[config.mk]
export PLATFORM = sky130hd
export DESIGN_NAME = ball_engine
export DESIGN_NICKNAME = d
export VERILOG_FILES = /design/src/rtl/ball_engine.sv
export SDC_FILE = /design/constraint.sdc
export NUM_CORES = 1
export LEC_CHECK = 0
export BUFFER_PORTS_ARGS = -buffer_cell sky130_fd_sc_hd__buf_2
export CELL_PAD_IN_SITES_DETAIL_PLACEMENT = 0
export CELL_PAD_IN_SITES_GLOBAL_PLACEMENT = 1
export CORE_ASPECT_RATIO = 1.25
export CORE_MARGIN = 1
export CORE_UTILIZATION = 45
export CTS_BUF_LIST = sky130_fd_sc_hd__clkbuf_8
export DETAILED_ROUTE_END_ITERATION = 16
export GPL_TIMING_DRIVEN = 1
export PLACE_DENSITY_LB_ADDON = 0.1
export SYNTH_ARGS = -nofsm -noshare
export SYNTH_HDL_FRONTEND = slang
export SYNTH_SLANG_ARGS = --single-unit
[constraint.sdc]
create_clock -name clk -period 4.3 [get_ports clk]
set_clock_uncertainty 0.1 [all_clocks]
set_input_delay 0 -clock clk [delete_from_list [all_inputs] [get_ports clk]]
set_output_delay 0 -clock clk [all_outputs]
set_load 0.005 [all_outputs]
[src/rtl/ball_engine.sv]
// Pong ball physics and scoring engine: moves the ball once per frame tick,
// bounces it off walls and paddles, and keeps score. Optional macro: SPEEDUP_EN.
module ball_engine #(
  parameter int SCREEN_W     = 640,
  parameter int SCREEN_H     = 480,
  parameter int BALL_SIZE    = 10,
  parameter int PADDLE_W     = 10,
  parameter int PADDLE_H     = 50,
  parameter int P1_X         = 0,
  parameter int P2_X         = 630,
  parameter int SPEED_X      = 2,
  parameter int SPEED_Y      = 2,
  parameter int SERVE_FRAMES = 60,
  parameter int WIN_SCORE    = 10,
  parameter int MAX_SPEED_X  = 8
) (
  input  logic       clk,
  input  logic       reset,
  input  logic       frame_tick,
  input  logic       start,
  input  logic [8:0] p1_y,
  input  logic [8:0] p2_y,
  output logic [9:0] ball_x,
  output logic [8:0] ball_y,
  output logic [3:0] p1_score,
  output logic [3:0] p2_score,
  output logic       p1_point,
  output logic       p2_point,
  output logic [1:0] state
);

  typedef enum logic [1:0] {
    ST_IDLE  = 2'b00,
    ST_SERVE = 2'b01,
    ST_PLAY  = 2'b10,
    ST_DONE  = 2'b11
  } state_t;

  localparam int CNT_W = $clog2(SERVE_FRAMES + 1);
  localparam int SPD_W = $clog2(MAX_SPEED_X + 1);

  localparam logic [9:0]             L_CX       = 10'((SCREEN_W - BALL_SIZE) / 2);
  localparam logic [8:0]             L_CY       = 9'((SCREEN_H - BALL_SIZE) / 2);
  localparam logic [CNT_W-1:0]       L_CNT_LAST = CNT_W'(SERVE_FRAMES - 1);
  localparam logic [3:0]             L_WIN      = 4'(WIN_SCORE);
  localparam logic signed [10:0]     L_SW       = 11'(SCREEN_W);
  localparam logic signed [10:0]     L_SH       = 11'(SCREEN_H);
  localparam logic signed [10:0]     L_BS       = 11'(BALL_SIZE);
  localparam logic signed [10:0]     L_PH       = 11'(PADDLE_H);
  localparam logic signed [10:0]     L_SPD_Y    = 11'(SPEED_Y);
  localparam logic signed [10:0]     L_P1_FACE  = 11'(P1_X + PADDLE_W);
  localparam logic signed [10:0]     L_P2_FACE  = 11'(P2_X);
  localparam logic signed [10:0]     L_P2_STOP  = 11'(P2_X - BALL_SIZE);
  localparam logic signed [10:0]     L_Y_MAX    = 11'(SCREEN_H - BALL_SIZE);

  state_t           r_state;
  logic [9:0]       r_ball_x;
  logic [8:0]       r_ball_y;
  logic [3:0]       r_p1_score;
  logic [3:0]       r_p2_score;
  logic             r_p1_point;
  logic             r_p2_point;
  logic             r_dx;      // 1 = moving right
  logic             r_dy;      // 1 = moving down
  logic [CNT_W-1:0] r_cnt;

  logic [SPD_W-1:0]   w_speed;
  logic signed [10:0] w_spd_x;
  logic signed [10:0] w_x_s;
  logic signed [10:0] w_y_s;
  logic signed [10:0] w_p1_s;
  logic signed [10:0] w_p2_s;
  logic signed [10:0] w_nx;
  logic signed [10:0] w_ny;
  logic               w_ov1;
  logic               w_ov2;
  logic [9:0]         w_next_x;
  logic [8:0]         w_next_y;
  logic               w_next_dx;
  logic               w_next_dy;
  logic               w_hit;
  logic               w_p1_scores;
  logic               w_p2_scores;
  logic [3:0]         w_p1_inc;
  logic [3:0]         w_p2_inc;
  logic               w_win;
  logic               w_tick_play;
  logic               w_enter_serve;

`ifdef SPEEDUP_EN
  logic [SPD_W-1:0] r_speed;

  always_ff @(posedge clk) begin
    if (reset) begin
      r_speed <= SPD_W'(SPEED_X);
    end else if (w_enter_serve) begin
      r_speed <= SPD_W'(SPEED_X);
    end else if (w_tick_play && w_hit && (r_speed < SPD_W'(MAX_SPEED_X))) begin
      r_speed <= r_speed + 1'b1;
    end
  end

  assign w_speed = r_speed;
`else
  assign w_speed = SPD_W'(SPEED_X);
`endif

  assign w_spd_x = signed'(11'(w_speed));
  assign w_x_s   = signed'({1'b0, r_ball_x});
  assign w_y_s   = signed'({2'b0, r_ball_y});
  assign w_p1_s  = signed'({2'b0, p1_y});
  assign w_p2_s  = signed'({2'b0, p2_y});
  assign w_nx    = r_dx ? (w_x_s + w_spd_x) : (w_x_s - w_spd_x);
  assign w_ny    = r_dy ? (w_y_s + L_SPD_Y) : (w_y_s - L_SPD_Y);

  // Overlap is judged on the ball's position before this frame's move.
  assign w_ov1 = (w_y_s + L_BS > w_p1_s) && (w_y_s < w_p1_s + L_PH);
  assign w_ov2 = (w_y_s + L_BS > w_p2_s) && (w_y_s < w_p2_s + L_PH);

  always_comb begin
    w_next_y    = w_ny[8:0];
    w_next_dy   = r_dy;
    w_next_x    = w_nx[9:0];
    w_next_dx   = r_dx;
    w_hit       = 1'b0;
    w_p1_scores = 1'b0;
    w_p2_scores = 1'b0;

    if (w_ny < 0) begin
      w_next_y  = 9'd0;
      w_next_dy = 1'b1;
    end else if (w_ny + L_BS > L_SH) begin
      w_next_y  = L_Y_MAX[8:0];
      w_next_dy = 1'b0;
    end

    // A hit needs the ball to cross the paddle face this frame; once it is
    // past the face it can only travel on to the wall.
    if (!r_dx) begin
      if ((w_x_s >= L_P1_FACE) && (w_nx < L_P1_FACE) && w_ov1) begin
        w_next_x  = L_P1_FACE[9:0];
        w_next_dx = 1'b1;
        w_hit     = 1'b1;
      end else if (w_nx < 0) begin
        w_p2_scores = 1'b1;
      end
    end else begin
      if ((w_x_s + L_BS <= L_P2_FACE) && (w_nx + L_BS > L_P2_FACE) && w_ov2) begin
        w_next_x  = L_P2_STOP[9:0];
        w_next_dx = 1'b0;
        w_hit     = 1'b1;
      end else if (w_nx + L_BS > L_SW) begin
        w_p1_scores = 1'b1;
      end
    end
  end

  assign w_p1_inc      = r_p1_score + 4'd1;
  assign w_p2_inc      = r_p2_score + 4'd1;
  assign w_win         = w_p1_scores ? (w_p1_inc == L_WIN) : (w_p2_inc == L_WIN);
  assign w_tick_play   = (r_state == ST_PLAY) && frame_tick;
  assign w_enter_serve = ((r_state == ST_IDLE) && start) ||
                         (w_tick_play && (w_p1_scores || w_p2_scores) && !w_win);

  always_ff @(posedge clk) begin
    if (reset) begin
      r_state    <= ST_IDLE;
      r_ball_x   <= L_CX;
      r_ball_y   <= L_CY;
      r_p1_score <= 4'd0;
      r_p2_score <= 4'd0;
      r_p1_point <= 1'b0;
      r_p2_point <= 1'b0;
      r_dx       <= 1'b1;
      r_dy       <= 1'b1;
      r_cnt      <= '0;
    end else begin
      r_p1_point <= 1'b0;
      r_p2_point <= 1'b0;
      case (r_state)
        ST_IDLE: begin
          if (start) begin
            r_state <= ST_SERVE;
            r_cnt   <= '0;
          end
        end
        ST_SERVE: begin
          if (frame_tick) begin
            if (r_cnt == L_CNT_LAST) begin
              r_state <= ST_PLAY;
            end else begin
              r_cnt <= r_cnt + 1'b1;
            end
          end
        end
        ST_PLAY: begin
          if (frame_tick) begin
            if (w_p1_scores || w_p2_scores) begin
              r_ball_x <= L_CX;
              r_ball_y <= L_CY;
              r_cnt    <= '0;
              // Serve toward whoever just conceded.
              r_dx     <= w_p1_scores;
              if (w_p1_scores) begin
                r_p1_score <= w_p1_inc;
                r_p1_point <= 1'b1;
              end else begin
                r_p2_score <= w_p2_inc;
                r_p2_point <= 1'b1;
              end
              r_state <= w_win ? ST_DONE : ST_SERVE;
            end else begin
              r_ball_x <= w_next_x;
              r_ball_y <= w_next_y;
              r_dx     <= w_next_dx;
              r_dy     <= w_next_dy;
            end
          end
        end
        ST_DONE: begin
          r_state <= ST_DONE;
        end
        default: begin
          r_state <= ST_IDLE;
        end
      endcase
    end
  end

  assign ball_x   = r_ball_x;
  assign ball_y   = r_ball_y;
  assign p1_score = r_p1_score;
  assign p2_score = r_p2_score;
  assign p1_point = r_p1_point;
  assign p2_point = r_p2_point;
  assign state    = r_state;

endmodule

* Word-level counts from Yosys, hierarchy flattened
Cells that the tools add are included.
W data, S select, Z words.
** Operators by class
- $add $sub $neg :: 13
- $lt $le $gt $ge :: 12
- Equality and inequality tests :: 12
- Muxes and demuxes :: 37
- Bitwise gates (word level) :: 4
- Reduce and logical (&&, ||, !) cells :: 17
** Operator list (count)
- $mux W10 :: 4
- $mux W6 :: 5
- $mux W9 :: 3
- $add A11 B5 Y11 const B :: 2
- $gt A11 B11 Y1 const B :: 2
- $lt A11 B1 Y1 const B :: 2
- $mux W11 :: 2
- $add A9 B6 Y10 const B :: 2
- $lt A9 B10 Y1 :: 2
- $pmux W6 S3 :: 1
- $mux W1 :: 15
- $mux W2 :: 6
- $reduce_and A4 Y1 :: 3
- $add A10 B2 Y11 const B :: 1
- $add A10 B4 Y11 const B :: 1
- $gt A11 B10 Y1 :: 1
- $gt A11 B10 Y1 const B :: 1
- $le A11 B11 Y1 const B :: 1
- $lt A11 B5 Y1 const B :: 1
- $sub A10 B2 Y11 const B :: 1
- $add A9 B2 Y10 const B :: 1
- $add A9 B4 Y10 const B :: 1
- $ge A10 B4 Y1 const B :: 1
- $gt A10 B9 Y1 :: 1
- other kinds (20) :: 35
** Word-level totals
- Bits in registers :: 39
- Input bits :: 22
- Output and inout port bits :: 31
- Word-level logic and storage cells :: 105

* Depth between registers and ports, before layout
- Word-level depth :: 13
- Mapped depth :: 16
- Depth with buffers taken out :: 14

* Worst setup path before layout
Ideal clock, no wire load.
- Path kind :: reg-to-reg
- Start point :: register r_ball_x[1], in the netlist ball_x[1]
- End point :: register r_state[1], in the netlist state[1]
- Library setup time :: 116 ps
- Arrival :: 3409 ps
- Data required time :: 4084 ps
- Setup slack :: 675 ps
- Stages on the path, launching flop included :: 15
- Path buffers :: 2
- Clock period less this slack :: 3625 ps
- Cell sequence :: dfxtp_1 inv_1 fa_1 and2b_1 o22ai_1 xnor2_1 nand2_1 nor4b_2 o211ai_1 a22o_1 buf_6 or2_1 buf_6 a31o_1 a41o_1
** On the way
- Longest elaborated chain between the ends :: 13
- Elaborated cells between the ends (all ways) :: 29
- Those cells by class :: 4 x add/sub; 6 x order compare; 1 x eq/ne; 12 x mux; 6 x reduce/logical
** Ends and longest elaborated chain
- from (decl) :: line 57 : logic [9:0] r_ball_x;
- from (signal assigned) :: line 213 : r_ball_x <= w_next_x;
- $sub A10 B2 Y11 or $add A10 B2 Y11 (tied branches) :: line 113 : assign w_nx = r_dx ? (w_x_s + w_spd_x) : (w_x_s - w_spd_x);
- $mux W11 :: line 113
- $add A11 B5 Y11 :: line 148, 152
- $gt A11 B11 Y1 :: line 148 : if ((w_x_s + L_BS <= L_P2_FACE) && (w_nx + L_BS > L_P2_FACE) && w_ov2) begin
- $logic_and A1 B1 Y1 (2 in series) :: line 148
- $mux W1 :: line 148
- $mux W1 :: line 139 : if (!r_dx) begin
- $mux W1 :: line 160 : assign w_win = w_p1_scores ? (w_p1_inc == L_WIN) : (w_p2_inc == L_WIN);
- $mux W2 :: line 211 : r_state <= w_win ? ST_DONE : ST_SERVE;
- $mux W2 :: line 198 : if (w_p1_scores || w_p2_scores) begin
- $mux W2 :: line 197 : if (frame_tick) begin
- $pmux W2 S4 :: line 180 : case (r_state)
- to (signal assigned) :: line 211
- to (decl) :: line 56 : state_t r_state;
Parallel ways exist; a longest one is shown, timed or not. The select of a mux whose other input is x is not followed.
A chain may end at the register's enable or synchronous reset.

* Worst setup path after layout
- Start point :: register r_dx
- End point :: register r_ball_x[0], in the netlist ball_x[0]
** On the way
- Longest elaborated chain between the ends :: 9
- Elaborated cells between the ends (all ways) :: 21
- Those cells by class :: 1 x add/sub; 4 x order compare; 11 x mux; 5 x reduce/logical
** Ends and longest elaborated chain
- from (decl) :: line 63 : logic r_dx;
- from (signal assigned) :: line 203 : r_dx <= w_p1_scores;
- from (signal assigned) :: line 215 : r_dx <= w_next_dx;
- $mux W11 :: line 113
- $add A11 B5 Y11 :: line 148, 152
- $gt A11 B11 Y1 :: line 148
- $logic_and A1 B1 Y1 (2 in series) :: line 148
- $mux W1 :: line 148
- $mux W1 :: line 139
- $logic_or A1 B1 Y1 :: line 198
- $mux W10 * :: line 198
Mark *: on every way between the ends. The rest lies on a longest branch, timed or not.

==> flow_summary.json <==
{
  "cts_sinks": 39,
  "netSwitchingFraction_pct": 26.95,
  "cp-end-kind": "flip-flop",
  "synth-main-ff-cell": "dfxtp_1",
  "htree_levels": 2,
  "drc": 0,
  "dr_wl_met2_um": 5469,
  "grt_pass1_vias": 3630,
  "die_height_um": 107.2,
  "synth_nets": 587,
  "fin_worst_hold_slack_ns": 0.04998,
  "syn_area_mm2": 0.003981,
  "antenna_found_initial": 0,
  "coreArea_mm2": 0.008653,
  "port_buffers": 52,
  "clockRootBuffer": "clkbuf_8",
  "synth-seq-cells": 39,
  "ant_nets": 0,
  "synth_cells": 511,
  "syn_avg_cell_area_um2": 7.791,
  "clock_latency_ns": 0.29,
  "synth.top_cell.area_share_pct": 19.61,
  "syn_to_final_growth_pct": 12.92,
  "p_leak_nw": 2.082,
  "netlist_top_cells_count": "ha_1 (53), nand2_1 (49), nor2_1 (49)",
  "pwr-share-comb_pct": 18.0,
  "wl_met1_um": 4770,
  "path_class": "flip-flop to flip-flop",
  "grt_pass1_wl_um": 17310,
  "rsz0062_at_grt": "no",
  "p_clk_share_pct": 32.0,
  "drive_gt1_share_pct": 16.40,
  "met3_length_um": 247,
  "yosysMostFrequentCell": "ha_1",
  "hold_path_class": "primary input to flip-flop",
  "crit_required_ns": 4.38,
  "rows": 38,
  "worstMarginPinSlew_ns": 0.7011,
  "synth_cell_types": 70,
  "die_area_mm2": 0.009230,
  "arrival_ns": 4.00,
  "nNetsFinal": 642,
  "routedWlPerCell_um": 15.35,
  "period_needed_ns": 3.921,
  "vias_per_cell": 5.646,
  "power_frac_seq_pct": 50.1,
  "drv_cap": 0,
  "num_vias": 3879,
  "dp_hpwl_um": 8497,
  "path_clk_slew_ns": 0.07,
  "status": "complete, no violations",
  "finalCritPeriodShare_pct": 91.19,
  "yosys_warnings": 0,
  "drt_iter0_markers": 140,
  "synth_enable_flop_cells": 0,
  "crit_fanout": 10,
  "start_util_pct": 46.01,
  "ys_async_sr_fraction_pct": 0,
  "drt_first_pass_iters": 4,
  "setup_violations": 0,
  "top_layer": "met4",
  "slew_viol_final": 0,
  "max_freq_mhz": 255.0,
  "n_antenna_cell": 0,
  "grt_start_max_net_pins": 22,
  "ys_seq_area_share_pct": 19.61,
  "critPathLaunchType": "flip-flop",
  "ios": 53,
  "n_fill_cell": 891,
  "gr-total-overflow": 0,
  "gp_congestion": 0.8470,
  "cts_buffers": 5,
  "power.switching_w": 0.0001967,
  "seqCellArea_um2": 782.0,
  "cts_buffer_depth": 2,
  "tritoncts": "built",
  "wl_um": 10540,
  "synth_top_cell_by_area": "dfxtp_1",
  "synth.top_cells.by_area": "dfxtp_1 (20%), ha_1 (17%), xnor2_1 (6.6%), nand2_1 (4.6%), nor2_1 (4.6%)",
  "vdd_ir_drop_max_v": 0.0001588,
  "chipWidth_um": 86.13,
  "hold_violations": 0,
  "slew_headroom_pct": 53.26,
  "multi_input_area_mm2": 0.002992,
  "setup_tns_ns": 0,
  "powerDensity_mw_per_mm2": 162.4,
  "grt_usage_pct": 23.44,
  "p_int_w": 0.0005332
}
## flip-flops by register name, indices dropped and copies added (netlist names)
| signal | count |
|---|---|
| p2_point | 1 |
| state | 2 |
| p2_score | 4 |
| p1_point | 1 |
| r_dy | 1 |
| r_cnt | 6 |
| r_dx | 1 |
| ball_y | 9 |
| ball_x | 10 |
| p1_score | 4 |
## logic make-up (layout without fill, tap and decap cells)
logic type                 count (synthesis)  count (layout)  share of synthesized area (%)
AOI/OAI and AO/OA                        125             125                          22.85
xor gates and xnor gates                  46              46                          10.31
adders and majority gates                 54              54                          17.16
buffers and inverters                     51             107                          5.248
DFF                                       39              39                          19.61
muxes                                      4               4                          1.006
and+or+nand+nor                          192             192                          23.82
## cells in the final DEF (no fill, tap or decap), types with 18 or more instances in the layout
cell     Yosys  routed
ha_1        53      53
buf_2        2      52
nand2_1     49      49
nor2_1      49      49
dfxtp_1     39      38
inv_1       33      33
xnor2_1     30      30
o21ai_0     25      25
a21oi_1     21      21
nor3_1      19      19
nand3_1     18      18
## final timing paths
check | from | endpoint | slack [ns] | cells past startpoint
worst max-delay path | r_dx | ball_x[0] | 0.38 | 12
worst min-delay path | start | state[0] | 0.05 | 4
worst max register to register | r_dx | ball_x[0] | 0.38 | 12
worst min register to register | p2_score[1] | p2_score[1] | 0.42 | 2
## power groups by stage
| stage | Clock, W | Combinational, W | Sequential (W) |
|---|---|---|---|
| after floorplan | 0 | 0.0000887 | 0.000374 |
| after detailed placement | 0 | 0.000130 | 0.000374 |
| after global placement | 0 | 0.000128 | 0.000374 |
| after global routing | 0.000255 | 0.000151 | 0.000366 |
| after CTS | 0.000241 | 0.000132 | 0.000365 |
| final | 0.000234 | 0.000131 | 0.000365 |
## cell type report
type	instances	area share (%)
multi-input cells	421	66.55
flip-flops and latches	39	17.39
repair buffers	65	8.016
well taps	120	3.340
inverters	34	2.839
clock buffers	5	1.531
clock inverters	3	0.3340
## per-layer routing
| layer | global-route usage [%] | vias to the layer above |
|---|---|---|
| li1 | - | 1978 |
| met1 | 29.01 | 1835 |
| met2 | 43.20 | 57 |
| met3 | 1.925 | 9 |
| met4 | 5.833 | 0 |
| met5 | 0 | - |
## timing repair
item / 4_1_cts / 5_1_grt
setup buffers: 0 / 0
setup endpoints to repair: 0 / 16
hold endpoints to repair: 3 / 0
resized for setup: 0 / 1
hold buffers: 1 / 0
## critical path, cell delays in order, from the launching register on
cell	delay, ns
dfxtp_1	0.50
inv_1	0.25
ha_1	0.45
a211oi_4	0.10
nor3b_1	0.40
nor2_2	0.15
nor4_1	0.37
nand4b_1	0.14
a2111oi_0	0.54
and2_1	0.26
o21bai_1	0.23
nand2_1	0.10
a21bo_2	0.21
## per-stage QoR
stage | total power, W | instances | util, % | setup WS [ns] | cell area (um^2)
4_1_cts | 0.0007387 | 687 | 51.94 | 0.2675 | 4494
6_report | 0.0007300 | 687 | 51.95 | 0.3790 | 4496
3_5_place_dp | 0.0005034 | 678 | 50.85 | 0.2697 | 4400
3_3_place_gp | 0.0005012 | 678 | 50.85 | 0.3465 | 4400
2_1_floorplan | 0.0004626 | 511 | - | 0.6751 | 3981
5_1_grt | 0.0007722 | 687 | 51.95 | 0.06159 | 4496
Note: power is estimated with default switching activity, not from simulation.
